File: config.mk
export PLATFORM = sky130hd
export DESIGN_NAME = serial_adder
export DESIGN_NICKNAME = d
export VERILOG_FILES = /design/src/rtl/serial_adder.sv
export SDC_FILE = /design/constraint.sdc
export NUM_CORES = 1
export LEC_CHECK = 0
export BUFFER_PORTS_ARGS = -buffer_cell sky130_fd_sc_hd__buf_2
export CAP_MARGIN = 20
export CORE_MARGIN = 2
export CORE_UTILIZATION = 23
export DETAILED_ROUTE_END_ITERATION = 8
export PLACE_DENSITY_LB_ADDON = 0.3
export SYNTH_ARGS = -nofsm -noshare
export SYNTH_HDL_FRONTEND = slang
export SYNTH_SLANG_ARGS = --single-unit
export TNS_END_PERCENT = 5
File: constraint.sdc
create_clock -name clk -period 3.7 [get_ports clk]
set_input_delay 0.185 -clock clk [delete_from_list [all_inputs] [get_ports clk]]
set_output_delay 0.185 -clock clk [all_outputs]
set_load 0.02 [all_outputs]
File: src/rtl/serial_adder.sv
`default_nettype none
// ============================================================================
//  Module   : serial_adder
//  Purpose  : Bit-serial adder, one full-adder cell reused LSB-first across
//             WIDTH cycles; registered sum/cout and a one-cycle done pulse.
//  Revision : 1.0 - initial release
// ============================================================================
module serial_adder #(
  parameter int WIDTH = 8
) (
  input  logic             clk,
  input  logic             rst,
  input  logic             start,
  input  logic [WIDTH-1:0] a,
  input  logic [WIDTH-1:0] b,
  input  logic             cin,
  output logic             busy,
  output logic             done,
  output logic [WIDTH-1:0] sum,
  output logic             cout
);

  localparam int c_CNT_W = $clog2(WIDTH);
  localparam logic [c_CNT_W-1:0] c_LAST = c_CNT_W'(WIDTH - 1);

  typedef enum logic [1:0] {
    S_IDLE = 2'd0,
    S_RUN  = 2'd1,
    S_DONE = 2'd2
  } state_t;

  state_t             r_state;
  state_t             w_state_nxt;
  logic [WIDTH-1:0]   r_a;
  logic [WIDTH-1:0]   r_b;
  logic [WIDTH-2:0]   r_res;
  logic               r_carry;
  logic [c_CNT_W-1:0] r_cnt;
  logic [WIDTH-1:0]   r_sum;
  logic               r_cout;

  logic             w_s;
  logic             w_c;
  logic             w_last;
  logic [WIDTH-1:0] w_cat;

  assign w_s    = r_a[0] ^ r_b[0] ^ r_carry;
  assign w_c    = (r_a[0] & r_b[0]) | (r_carry & (r_a[0] ^ r_b[0]));
  assign w_last = (r_cnt == c_LAST);
  // Only the upper WIDTH-1 result bits are stored; the bit that would be
  // shifted out is never needed, and the final sum includes this cycle's bit.
  assign w_cat  = {w_s, r_res};

  always_comb begin
    w_state_nxt = r_state;
    case (r_state)
      S_IDLE:  if (start) w_state_nxt = S_RUN;
      S_RUN:   if (w_last) w_state_nxt = S_DONE;
      S_DONE:  w_state_nxt = S_IDLE;
      default: w_state_nxt = S_IDLE;
    endcase
  end

  always_ff @(posedge clk or posedge rst) begin
    if (rst) begin
      r_state <= S_IDLE;
      r_a     <= '0;
      r_b     <= '0;
      r_res   <= '0;
      r_carry <= 1'b0;
      r_cnt   <= '0;
      r_sum   <= '0;
      r_cout  <= 1'b0;
    end else begin
      r_state <= w_state_nxt;
      case (r_state)
        S_IDLE: begin
          if (start) begin
            r_a     <= a;
            r_b     <= b;
            r_carry <= cin;
            r_cnt   <= '0;
          end
        end
        S_RUN: begin
          r_a     <= r_a >> 1;
          r_b     <= r_b >> 1;
          r_res   <= w_cat[WIDTH-1:1];
          r_carry <= w_c;
          if (w_last) begin
            r_cnt  <= '0;
            r_sum  <= w_cat;
            r_cout <= w_c;
          end else begin
            r_cnt <= r_cnt + c_CNT_W'(1);
          end
        end
        default: ;
      endcase
    end
  end

  assign busy = (r_state == S_RUN);
  assign done = (r_state == S_DONE);
  assign sum  = r_sum;
  assign cout = r_cout;

endmodule
`default_nettype wire

==> flow_metrics.env <==
export IMPL_antenna_left=0
export IMPL_vias=1152
export IMPL_n_antenna_cell=0
export IMPL_cts_max_path_buffers=2
export IMPL_netlist_area_mm2=0.00202
export IMPL_period_share_pct=59.8
export IMPL_area_delta_synth_final_pct=15.8
export IMPL_synth_top_area_share_pct=47.1
export IMPL_layout_commonest_cell="dfrtp_1"
export IMPL_avgRoutedWirePerCell_um=13.3
export IMPL_ir_worst_vdd_v=0.000247
export IMPL_rows=34
export IMPL_place_area_mm2=0.00222
export IMPL_max_cap_viol_count=0
export IMPL_num_nets_final=196
export IMPL_synth_seq_area_share_pct=47.1
export IMPL_clock_sinks=38
export IMPL_track_usage_pct=8.42
export IMPL_period_minus_slack_ns=2.21
export IMPL_drive_gt1_share_pct=49.4
export IMPL_holdCritPathClass="primary input to flip-flop"
export IMPL_finish_utilization_pct=27.2
export IMPL_synth_top_area_cell="dfrtp_1"
export IMPL_totalWireLength_mm=3.76
export IMPL_h_tree_depth=2
export IMPL_grt_pass1_wl_mm=6.42
export IMPL_final_hold_viol_count=0
export IMPL_cellLeakagePower_nw=1.06
export IMPL_tightest_slew_ns=0.911
export IMPL_core_mm2=0.00859
export IMPL_total_power_mw=1.88
export IMPL_cp_data_required_time_ns=3.51
export IMPL_portBuffers=30
export IMPL_yosys_warnings=0
export IMPL_grt_max_degree=37
export IMPL_seqPwrFrac_pct=43.0
export IMPL_switching_share_pct=36.8
export IMPL_cts_buffers=5
export IMPL_setup_worst_path_start_class="flip-flop"
export IMPL_clock_latency_ns=0.29
export IMPL_firstDrtPassIters=2
export IMPL_synth_area_leaders="dfrtp_1 (47%), mux2_4 (10%), nor4b_2 (9.7%), a221oi_2 (8.2%), buf_6 (3.3%)"
export IMPL_ioPinCount=31
export IMPL_synth_edf_count=0
export IMPL_die_h_um=97.6
export IMPL_cts_resized=0
export IMPL_setup_viol=0
export IMPL_first_iter_violations=39
export IMPL_netlist_cell_type_count=23
export IMPL_rsz0062_at_grt="no"
export IMPL_dpl_hpwl_mm=2.47
export IMPL_fmax_ghz=0.452
export IMPL_final_cell_area_mm2=0.00234
export IMPL_grt_pass1_vias=1223
export IMPL_cts_root_buffer="clkbuf_8"
export IMPL_p_sw_mw=0.693
export IMPL_dieArea_mm2=0.00953
export IMPL_synthFlopType="dfrtp_1"
export IMPL_antenna_found_initial=0
export IMPL_p_int_mw=1.19
export IMPL_status="completed"
export IMPL_cp_arrival_ns=2.03
export IMPL_synthArstFlopShare_pct=100
export IMPL_cts_tree="built"
export IMPL_syn_avg_cell_area_um2=13.9
export IMPL_floorplan_initialDensity_pct=23.5
export IMPL_drc_errors=0
export IMPL_gr_total_overflow=0
export IMPL_power_density_mw_per_mm2=806
export IMPL_die_w_um=97.6
export IMPL_gp_congestion=0.657
export IMPL_criticalPathCategory="flip-flop to output pin"
export IMPL_slew_headroom_pct=39.3
export IMPL_finalSetupTns_ns=0
export IMPL_slew_violations=0
export IMPL_synth_seq_cells=38
export IMPL_layout_common_cells="dfrtp_1 (37), buf_2 (30), inv_1 (17)"
export IMPL_critPathMaxFanout=36
export IMPL_p_clk_share_pct=16.0
export IMPL_power_frac_comb_pct=41.1
export IMPL_synth_cells=145
export IMPL_crit_path_end_kind="output pin"
export IMPL_clock_skew_final_ns=0.00774
export IMPL_path_clk_slew_ns=0.07
export IMPL_synth_fp_nets=168
export IMPL_vias_per_cell=4.09
## layout make-up
class | count | area [um2]
clock buffer | 6 | 82.6
clock inverter | 2 | 12.5
fill | 925 | 6260
inverter | 17 | 63.8
multi-input combinational | 77 | 900
sequential | 38 | 952
tap | 108 | 135
timing repair buffer | 34 | 190
## path summary, 6_finish.rpt
kind | start | end | slack [ns] | cells after the start
worst max-delay path | r_state[0] | busy | 1.49 | 2
worst min-delay path | a[7] | r_a[7] | 0.12 | 2
worst max register to register | r_state[0] | r_res[5] | 1.73 | 2
worst min register to register | sum[2] | sum[2] | 0.51 | 1
max in group asynchronous | rst | r_state[0] | 2.61 | 4
min in group asynchronous | rst | sum[7] | 0.46 | 3
## cell families after synthesis
logic type	Yosys count	synth area share, %
flip-flops	38	47.1
AO/OA/AOI/OAI	22	13.5
buffers and inverters	30	8.25
multiplexers	16	11.5
AND/OR/NAND/NOR	36	17.3
adder cells (fa/ha/maj)	3	2.23
## cell usage after synthesis (2+ instances only)
master	n
dfrtp_1	38
inv_1	17
mux2_4	14
nor4b_2	13
a221oi_2	11
nor2_1	11
buf_2	7
buf_6	6
a22o_1	5
nor3b_1	4
a211oi_1	2
a211oi_2	2
ha_1	2
mux2_1	2
nand2b_1	2
nor4b_1	2
## metal layers
| layer | share of wire, % | GRT usage (%) | vias to the layer above |
|---|---|---|---|
| met4 | 1.1 | 2.88 | 0 |
| met3 | 4.4 | 2.59 | 5 |
| met2 | 46 | 12.5 | 24 |
| li1 | - | - | 574 |
| met1 | 48 | 11.6 | 549 |
| met5 | 0 | 0 | - |
## metrics by stage
step	hold WS, ns	cells	worst slack (ns)
after global routing	0.116	282	1.34
after global placement	0.403	272	1.72
final	0.122	282	1.49
after detailed placement	0.412	272	1.70
after floorplan	0.318	145	2.27
after CTS	0.108	280	1.43
## power by group through the flow
stage          clock network (mW)  registers, mW  logic [mW]
3_3_place_gp                    0          0.819       0.769
6_report                    0.301          0.809       0.774
2_1_floorplan                   0          0.776       0.697
4_1_cts                     0.314          0.816       0.787
3_5_place_dp                    0          0.823       0.784
5_1_grt                     0.328          0.847       0.860
## flip-flops by register name, summed over array words and instances, names as in the netlist
name,flops
cout,1
r_a,8
r_b,8
r_state,2
sum,8
r_res,7
r_cnt,3
r_carry,1
## what timing repair did
item                                   CTS  global route
setup buffers                            0             0
endpoints found under the hold margin    0             9
hold buffers                             0             1
## critical path, cell delays in order (launching register included)
cell and delay [ns]:
dfrtp_2 0.97, nor2b_4 0.52, buf_2 0.25
Power figures use the tool's default switching activity.
